--- config.mk ---
export PLATFORM = sky130hd
export DESIGN_NAME = branch_predict_buffer
export DESIGN_NICKNAME = d
export VERILOG_FILES = /design/src/rtl/branch_predict_buffer.sv
export SDC_FILE = /design/constraint.sdc
export NUM_CORES = 1
export LEC_CHECK = 0
export ABC_AREA = 1
export BUFFER_PORTS_ARGS = -buffer_cell sky130_fd_sc_hd__buf_2
export CELL_PAD_IN_SITES_DETAIL_PLACEMENT = 0
export CELL_PAD_IN_SITES_GLOBAL_PLACEMENT = 1
export CORE_UTILIZATION = 38
export DETAILED_ROUTE_END_ITERATION = 16
export PLACE_DENSITY = 0.82
export SLEW_MARGIN = 30
export SYNTH_ARGS = -nofsm -noshare
export SYNTH_HDL_FRONTEND = slang
export SYNTH_SLANG_ARGS = --single-unit
--- constraint.sdc ---
create_clock -name CLK -period 7.1 [get_ports CLK]
set_input_delay 0 -clock CLK [delete_from_list [all_inputs] [get_ports CLK]]
set_output_delay 0 -clock CLK [all_outputs]
set_load 0.005 [all_outputs]
--- src/rtl/branch_predict_buffer.sv ---
// ============================================================================
// Module  : branch_predict_buffer
// Brief   : Direct-mapped BTB with 2-bit saturating counters, branch resolve
//           and performance counters.
// Revision: 1.0 - initial release
// ============================================================================
`default_nettype none

module branch_predict_buffer #(
  parameter int ENTRIES = 4,
  parameter int CNTW    = 16
) (
  input  logic            CLK,
  input  logic            RST,
  input  logic [31:0]     fetch_pc,
  output logic            pred_taken,
  output logic [31:0]     pred_target,
  input  logic            mem_valid,
  input  logic            mem_en,
  input  logic [31:0]     mem_pc,
  input  logic            mem_branch,
  input  logic            mem_taken,
  input  logic [31:0]     mem_target,
  input  logic            mem_pred_taken,
  input  logic [31:0]     mem_pred_target,
  output logic            btb_correct,
  output logic            btb_wrongtype,
  output logic [31:0]     fix_pc,
  output logic [CNTW-1:0] perf_branches,
  output logic [CNTW-1:0] perf_mispredict
);

  localparam int IDXW = $clog2(ENTRIES);
  localparam int TAGW = 30 - IDXW;

  logic [ENTRIES-1:0] valid_q, valid_d;
  logic [TAGW-1:0]    tag_q    [ENTRIES];
  logic [TAGW-1:0]    tag_d    [ENTRIES];
  logic [31:0]        target_q [ENTRIES];
  logic [31:0]        target_d [ENTRIES];
  logic [1:0]         cnt_q    [ENTRIES];
  logic [1:0]         cnt_d    [ENTRIES];
  logic [CNTW-1:0]    br_cnt_q, br_cnt_d;
  logic [CNTW-1:0]    mis_cnt_q, mis_cnt_d;

  logic [IDXW-1:0] w_fidx;
  logic [TAGW-1:0] w_ftag;
  logic            w_fhit;
  logic [IDXW-1:0] w_midx;
  logic [TAGW-1:0] w_mtag;
  logic            w_mhit;
  logic            w_train;

  assign w_fidx  = fetch_pc[IDXW+1:2];
  assign w_ftag  = fetch_pc[31:IDXW+2];
  assign w_fhit  = valid_q[w_fidx] && (tag_q[w_fidx] == w_ftag);
  assign w_midx  = mem_pc[IDXW+1:2];
  assign w_mtag  = mem_pc[31:IDXW+2];
  assign w_mhit  = valid_q[w_midx] && (tag_q[w_midx] == w_mtag);
  assign w_train = mem_valid && mem_en;

  // Fetch-side prediction reads pre-edge contents only; no bypass from train.
  always_comb begin
    pred_taken  = 1'b0;
    pred_target = fetch_pc + 32'd4;
    if (w_fhit && cnt_q[w_fidx][1]) begin
      pred_taken  = 1'b1;
      pred_target = target_q[w_fidx];
    end
  end

  always_comb begin
    btb_correct   = 1'b1;
    btb_wrongtype = 1'b0;
    fix_pc        = mem_pc + 32'd4;
    if (mem_valid) begin
      if (!mem_branch && mem_pred_taken) begin
        btb_correct   = 1'b0;
        btb_wrongtype = 1'b1;
      end else if (mem_branch &&
                   ((mem_pred_taken != mem_taken) ||
                    (mem_taken && (mem_pred_target != mem_target)))) begin
        btb_correct = 1'b0;
        if (mem_taken) begin
          fix_pc = mem_target;
        end
      end
    end
  end

  always_comb begin
    valid_d   = valid_q;
    tag_d     = tag_q;
    target_d  = target_q;
    cnt_d     = cnt_q;
    br_cnt_d  = br_cnt_q;
    mis_cnt_d = mis_cnt_q;
    if (w_train) begin
      if (mem_branch) begin
        if (w_mhit) begin
          if (mem_taken) begin
            target_d[w_midx] = mem_target;
            if (cnt_q[w_midx] != 2'b11) begin
              cnt_d[w_midx] = cnt_q[w_midx] + 2'd1;
            end
          end else if (cnt_q[w_midx] != 2'b00) begin
            cnt_d[w_midx] = cnt_q[w_midx] - 2'd1;
          end
        end else if (mem_taken) begin
          valid_d[w_midx]  = 1'b1;
          tag_d[w_midx]    = w_mtag;
          target_d[w_midx] = mem_target;
          cnt_d[w_midx]    = 2'b10;
        end
        if (br_cnt_q != {CNTW{1'b1}}) begin
          br_cnt_d = br_cnt_q + {{(CNTW-1){1'b0}}, 1'b1};
        end
      end else if (w_mhit) begin
        // A non-branch hitting the BTB is an alias; drop the entry.
        valid_d[w_midx] = 1'b0;
      end
      if (!btb_correct && (mis_cnt_q != {CNTW{1'b1}})) begin
        mis_cnt_d = mis_cnt_q + {{(CNTW-1){1'b0}}, 1'b1};
      end
    end
  end

  always_ff @(posedge CLK or posedge RST) begin
    if (RST) begin
      valid_q   <= '0;
      br_cnt_q  <= '0;
      mis_cnt_q <= '0;
      for (int i = 0; i < ENTRIES; i++) begin
        tag_q[i]    <= '0;
        target_q[i] <= '0;
        cnt_q[i]    <= 2'b01;
      end
    end else begin
      valid_q   <= valid_d;
      br_cnt_q  <= br_cnt_d;
      mis_cnt_q <= mis_cnt_d;
      for (int i = 0; i < ENTRIES; i++) begin
        tag_q[i]    <= tag_d[i];
        target_q[i] <= target_d[i];
        cnt_q[i]    <= cnt_d[i];
      end
    end
  end

  assign perf_branches   = br_cnt_q;
  assign perf_mispredict = mis_cnt_q;

endmodule

`default_nettype wire

Word-level counts from Yosys, hierarchy flattened
Index checks and enable logic that the tools add are counted.
- bits of input ports: 135
- register bits after elaboration: 284
- logic and storage cells: 119
- order comparisons: 6
- bitwise operators: 9
- multiplexer cells: 51
- reduce and logical (&&, ||, !) cells: 23
- eq/ne operators: 9
- add/subtract/negate cells: 6
- operator list (operator ; number):
    32-bit two-way mux ; 8
    28-bit two-way mux ; 5
    128-bit bitwise mux ; 1
    28-bit binary-select mux with 2-bit select ; 2
    112-bit bitwise mux ; 1
    32-bit by 3-bit adder with 32-bit output (second input constant) ; 2
    32-bit binary-select mux with 2-bit select ; 1
    32-bit demux with 2-bit select ; 1
    28-bit demux with 2-bit select ; 1
    28-bit == test ; 2
    8-bit two-way mux ; 5
    16-bit by 1-bit adder with 16-bit output (second input constant) ; 2
    16-bit != test (second input constant) ; 2
    32-bit != test ; 1
    8-bit bitwise mux ; 2
    4-bit two-way mux ; 4
    1-bit logical AND ; 10
    2-bit two-way mux ; 5
    1-bit two-way mux ; 9
    4-bit AND ; 2
    2-bit binary-select mux with 2-bit select ; 2
    4-bit NOT ; 2
    4-bit OR ; 2
    4-bit AND reduction ; 2
    other kinds (20) ; 30

Depth between registers and ports, before layout
Gate-level depths: netlist of run 1.
- word-level depth: 10
- gate-level depth with buffers: 19

Worst setup path after synthesis of run 1
Ideal clock, no wire load.
- kind: flip-flop to flip-flop
- from: reg tag_q[24] (netlist bit)
- to: reg tag_q[58] (netlist bit)
- arrival: 2166 ps
- path slack: 4851 ps
- stages on the path, launching flop included: 16
- path buffers: 2
- cells stage by stage: dfrtp_1 > nand2_1 > nand3_1 > nand2_1 > nor2_1 > nor3_1 > nand3b_1 > nor2_1 > nand2_1 > ha_1 > nor3b_1 > nand2_1 > clkbuf_1 > clkbuf_1 > nand2_1 > o21ai_0
- cells in the longest elaborated chain, start to end: 7
- ends and longest elaborated chain (what ; RTL line ; text):
    start, declared ; 37 ; logic [TAGW-1:0] tag_q [ENTRIES];
    start signal, assigned by index ; 143 ; tag_q[i] <= tag_d[i];
    28-bit binary-select mux with 2-bit select ; 59 ; assign w_mhit = valid_q[w_midx] && (tag_q[w_midx] == w_mtag);
    28-bit two-way mux (implied by the code) (2 in a row) ; 59 ;
    28-bit == test ; 59 ;
    1-bit logical AND ; 59 ;
    1-bit NOT (no line) ; - ;
    4-bit AND reduction (no line) ; - ;
No other way between the ends. The select of a mux whose other input is x is not followed.
A chain may end at the register's enable or synchronous reset.

Final worst setup path of run 1
- from: in fetch_pc[2]
- to: out pred_target[7]
- cells in the longest elaborated chain, start to end: 8
- ends and longest elaborated chain (what ; RTL line ; text):
    start, declared ; 15 ; input logic [31:0] fetch_pc,
    2-bit NOT with 3-bit output (implied by the code) ; 56, 66, 68 ;
    28-bit binary-select mux with 2-bit select ; 56 ; assign w_fhit = valid_q[w_fidx] && (tag_q[w_fidx] == w_ftag);
    28-bit two-way mux (implied by the code) (2 in a row) ; 56 ;
    28-bit == test ; 56 ;
    1-bit logical AND ; 56 ;
    1-bit logical AND ; 66 ; if (w_fhit && cnt_q[w_fidx][1]) begin
    32-bit two-way mux * ; 66 ;
    end, declared ; 17 ; output logic [31:0] pred_target,
Every way passes the cells marked *; elsewhere a longest branch is shown, timed or not. The select of a mux whose other input is x is not followed.

==> impl_metrics.toml, run 1 <==
[global_route]
grt_pass1_wl_um = 107000
grt_overflow = 0
grt_max_degree = 76
grt_use_total = 0.300
antenna_found_initial = 3
grt_pass1_vias = 17400

[worst_hold_path]
hold_start = "mem_pc[14]"
hold_path_class = "input pin to register"
worstHoldPathCells = 3
holdPathEnd = "tag_q[94]"

[placement]
dpl_cell_area_mm2 = 0.0189
gp_routability_congestion = 1.02
dpl_worst_slack_ns = 2.65
port_buffers = 233
hpwl_um = 50700

[worst_setup_path]
cp_common_cell = "nand2_1"
cp_cell_sequence = "buf_2 > clkinv_2 > buf_4 > nand2_1 > a21oi_1 > or2_0 > clkinv_1 > nand2_1 > nor2_1 > nand2_1 > nor2_1 > nand2_1 > nor2_4 > nand2_4 > o21ai_1 > buf_2"
slowest_stage = "buf_2"
crit_arrival_ns = 4.64
cp-start-kind = "input pin"
crit_type = "input pin to output pin"
r2r_end = "tag_q[30]"
cp-end-kind = "output pin"
max_stage_delay_ns = 0.61
cp.buffers_inverters = 5
critPathTopFamily = "buffers and inverters"
rrSetupSlack_ns = 3.74
path_max_fanout = 53
required_ns = 7.10
rr_worst_depth = 14

[sta]
clock_skew_ns = 0.0233
rsz0062_at_grt = "false"
finalSetupTns_ns = 0
period_share = 0.654
hold_viol = 0
tightestPinTransition_ns = 0.943
fin_crit_ns = 4.64
timing.final.ws_setup_ns = 2.46
slew_violations = 0
slew_headroom = 0.371
max_freq_mhz = 215
finalSetupViolCount = 0

[pwr]
powerDensity_mw_per_mm2 = 243
max-vdd-ir-drop_mv = 0.141
p_total_mw = 4.99
p_leak_nw = 10.2

[cells_and_area]
final_cell_mix = "nand2_1 (756), o21ai_0 (328), dfrtp_1 (280), nor2_1 (240), buf_2 (233)"
final_common_cell = "nand2_1"
drive_above_1_share = 0.125
syn_to_final_growth_pct = 18.8
num-nets-final = 2845
finalInstanceArea_mm2 = 0.0206
post-route-util = 0.461

[logic_synthesis]
ys_seq_elements = 284
synthSimpleGateAreaFrac = 0.315
syn_nets = 2612
yosysTopAreaCellShare = 0.405
synthTopCellsByArea = "dfrtp_1 (41%), nand2_1 (16%), o21ai_0 (9.5%)"
ys.warnings.count = 0
synth_top_area_cell = "dfrtp_1"
synth_seq_area_share = 0.411
synth_top_family_by_area = "simple AND/OR/NAND/NOR gates"
synth_area_mm2 = 0.0173
synthMuxAreaShare = 0.000651
synth_xor_area_frac = 0.0537
synth_compound_area_frac = 0.138
synth_fa_ha_area_frac = 0.00723
synth.avg_cell_area_um2 = 7.01
ys_types = 46
netlist_instances = 2467

[floorplanning]
core_mm2 = 0.0446
dieArea_mm2 = 0.0464
start_util = 0.388
ios = 234
std_cell_rows = 77
fp.dieW_um = 215
fp.dieH_um = 215

[clocking]
path_clk_slew_ns = 0.05
cts_buffer_depth = 3
cts-root-buf = "clkbuf_16"
cts_tree = "done"
clock-sinks = 284
htreeDepth = 2
clock_latency_ns = 0.57
cts_made_buffers = 35

[routing]
vias = 18200
drc_errors = 0
drt-initial-drc-count = 2128
postRouteAntennaNets = 0
wl_per_cell_um = 20.9
routed_wl_um = 69500
firstDrtPassIters = 6
routed_via_density = 5.49

[status]
status = "complete, no violations"

[run]
cap_violations = 0
==> synth_stat cells, drive strengths merged <==
library cell	n
a32oi	2
o221ai	2
a22oi	13
a21oi	14
buf	40
xnor2	23
nor2	244
a21o	2
nand3b	3
a31oi	1
a221oi	31
o31ai	1
dfrtp	280
nand2	764
xor2	83
o22ai	16
clkinv	2
nand4	51
inv	200
o21ai	354
and3	1
nand3	167
ha	10
mux2	1
or2	7
nor3b	1
nor2b	1
nor4	10
dfstp	4
nor3	62
clkbuf	77
==> cell type report <==
type                    instances  area (µm²)
repair buffers                313        1920
diodes                          1        2.50
flip-flops and latches        284        7110
well taps                     592         741
fillers                      4661       24000
clock buffers                  48         965
inverters                     202         763
multi-input cells            1864        8940
clock inverters                14         116
==> per-stage QoR <==
step | hold slack (ns) | cells
finish | 0.0594 | 3318
global placement | -0.0288 | 3196
detailed placement | -0.0332 | 3196
CTS | 0.0346 | 3317
global route | 0.0634 | 3318
floorplan | 0.103 | 2467
==> logic make-up after synthesis <==
group	after synthesis
compound gates	436
xor+xnor	106
fa+ha+maj	10
buf+inv	319
flops	284
mux	1
simple gates	1311
==> sequential cells by signal, indices dropped and copies added, names as in the netlist, named ones only <==
signal / flops
cnt_q: 8
tag_q: 112
target_q: 128
perf_branches: 16
perf_mispredict: 16
==> power by group <==
part | internal, mW | switching [mW] | leakage, nW
Clock | 0.968 | 0.756 | 0.531
Combinational | 0.405 | 0.683 | 5.98
Sequential | 1.92 | 0.261 | 3.68
==> repair_timing <==
action,in CTS,in global routing
hold buffers,59,0
setup buffers,0,0
endpoints found under the hold margin,268,0
resized for setup,0,0
==> metal layers <==
metal | up-vias | track usage | part of all wire
met5 | - | 0 | 0.00027
met4 | 2 | 0.0983 | 0.032
met3 | 114 | 0.0531 | 0.083
met2 | 902 | 0.470 | 0.45
met1 | 8661 | 0.416 | 0.43
li1 | 8538 | - | -
==> how the worst max path moves through the flow <==
stage	start	to	slack (ns)	depth (start not counted)
global placement	fetch_pc[2]	pred_target[7]	2.63	16
floorplan	RST	async pin	3.34	1
CTS	fetch_pc[2]	pred_target[7]	2.65	16
global route	fetch_pc[2]	pred_target[7]	2.41	16
detailed placement	fetch_pc[2]	pred_target[7]	2.65	16
finish	fetch_pc[2]	pred_target[7]	2.46	16
==> worst register-to-register path, stage by stage (launching register included) <==
cell and delay (ns):
dfrtp_1 0.40, nand2_1 0.07, nand2_1 0.06, a21oi_1 0.37, nor2_1 0.09, nand4_1 0.09, nor2_1 0.04, nand2_1 0.06
nor2_1 0.07, nand2_1 0.16, ha_1 0.17, nor3b_1 0.36, nand2_1 0.62, buf_4 0.47, o21ai_0 0.25
No activity file was read; power rests on OpenSTA's default activity.
==> run 2, diff against run 1 <==
Settings changed: CORE_UTILIZATION 38 to 42, PLACE_DENSITY 0.82 to 0.86.
Clock period 7.1 ns to 4.3 ns, I/O delays scaled along.
==> run 2 against run 1 <==
Highest routed layer unchanged. Largest cell class unchanged. Critical endpoint is now fix_pc[28]. Sequential share of layout area is 0.13 points lower. Clock power grew 78%. Via count decreased by 0.27%. Register-to-register slack worse by 2.2 ns. Final area grew 0.38%. Clock skew down 0.0015 ns.
==> impl_metrics.toml, run 2 (synthesized netlist as in run 1, its figures left out) <==
[status]
status = "complete, no violations"

[clocking]
htreeDepth = 2
clock_latency_ns = 0.56
cts_tree = "done"
post_cts_buffers = 0
cts_made_buffers = 34
clock-sinks = 284
path_clk_slew_ns = 0.05
cts_buffer_depth = 3
cts_hold_buf = 60
post_cts_resized = 0
cts-root-buf = "clkbuf_16"

[sta]
rsz0062_at_grt = "false"
fin_crit_ns = 3.35
clock_skew_ns = 0.0218
finalSetupTns_ns = 0
slew_violations = 0
period_share = 0.780
hold_viol = 0
tightestPinTransition_ns = 0.905
slew_headroom = 0.397
finalSetupViolCount = 0
max_freq_mhz = 298

[worst_setup_path]
crit_start = "mem_pc[2]"
required_ns = 4.30
cp-start-kind = "input pin"
cp-end-kind = "output pin"
crit_arrival_ns = 3.35
path_max_fanout = 27
crit_type = "input pin to output pin"
r2r_start = "tag_q[106]"

[routing]
dr.max_layer_used = "met5"
drt-initial-drc-count = 2067
routed_wl_um = 65300
vias = 18200
wl_per_cell_um = 20.1
dr_wl_met2_um = 29100
routed_via_density = 5.59
firstDrtPassIters = 6
drc_errors = 0
postRouteAntennaNets = 0
met3WireLength_um = 5780
wl_met1_um = 27500

[cells_and_area]
finalInstanceArea_mm2 = 0.0206
largest_register = "target_q"
n_antenna_cell = 0
drive_above_1_share = 0.128
num-nets-final = 2846
top_regs = "target_q x128, tag_q x112"
final_cell_mix = "nand2_1 (755), o21ai_0 (328), dfrtp_1 (280), nor2_1 (240), buf_2 (233)"
fill_cells = 4002
final_cells = 3250
post-route-util = 0.514
final_common_cell = "nand2_1"
syn_to_final_growth_pct = 19.3
largest_reg_flops = 128

[floorplanning]
start_util = 0.430
ios = 234
std_cell_rows = 73
fp.dieH_um = 205
core_mm2 = 0.0402
dieArea_mm2 = 0.0420
fp.dieW_um = 205

[worst_hold_path]
hold_path_class = "input pin to register"
hold_start = "mem_pc[26]"

[global_route]
grt_pass1_wl_um = 99400
grt_max_degree = 153
grt_pass1_vias = 16900
antenna_found_initial = 2
grt_use_total = 0.312
grt_overflow = 0

[pwr]
powerDensity_mw_per_mm2 = 407
p_total_mw = 8.41
p_leak_nw = 10.3
max-vdd-ir-drop_mv = 0.281

[placement]
port_buffers = 233
dpl_cell_area_mm2 = 0.0188
post-place-cells = 3130
hpwl_um = 47100
gp_routability_congestion = 0.997

[run]
cap_violations = 0
[run 2: changes by cell type in the layout (fill, tap and decap cells not counted), sizes merged]
cell and delta:
clkinvlp -1, inv -1, clkinv +1, bufinv +4, clkbuf -5, diode -1, buf +1, dlygate4sd3 +1
[run 2: path summary, 6_finish.rpt]
| path | slack (ns) | cells past startpoint | endpoint |
|---|---|---|---|
| min | 0.03 | 3 | tag_q[50] |
| max | 0.95 | 14 | fix_pc[28] |
| max reg2reg | 1.50 | 15 | tag_q[51] |
| min in group asynchronous | 0.17 | 3 | tag_q[75] |
| max in group asynchronous | 2.83 | 4 | target_q[91] |
| min reg2reg | 0.47 | 2 | cnt_q[4] |
[run 2: final cells by class]
class	instances	area, µm²	area share
multi-input cells	1864	8950	0.434
flip-flops and latches	284	7110	0.345
repair buffers	315	1970	0.0954
clock buffers	43	966	0.0468
inverters	202	762	0.0369
well taps	525	657	0.0318
clock inverters	17	221	0.0107
[run 2: worst max-delay path, stage by stage]
cell and delay (ns):
buf_2 0.49, ha_1 0.53, nand3_1 0.29, nor3_1 0.29, nand2_1 0.14, nor2_1 0.29, nand2_1 0.15, nor3_2 0.18
nand3_1 0.13, nor2_1 0.13, xor2_1 0.40, nand2_1 0.09, o21ai_0 0.08, buf_2 0.14
[run 2: per-layer routing]
layer	track usage	vias to the layer above
met5	0	-
met4	0.144	2
met3	0.0589	133
met2	0.477	893
met1	0.425	8602
li1	-	8538
[run 2: power breakdown]
group / internal (mW) / total, mW / switching, mW
sequential: 3.17 / 3.56 / 0.391
combinational: 0.673 / 1.79 / 1.11
clock: 1.84 / 3.06 / 1.22
total: 5.68 / 8.41 / 2.72
[run 2: metrics by stage]
step                      hold slack, ns  setup WS [ns]
final                             0.0302          0.946
after global routing              0.0343          0.769
after CTS                        0.00922           1.09
after detailed placement           0.171          0.884
after global placement             0.175           1.01
after floorplan                    0.103          0.540
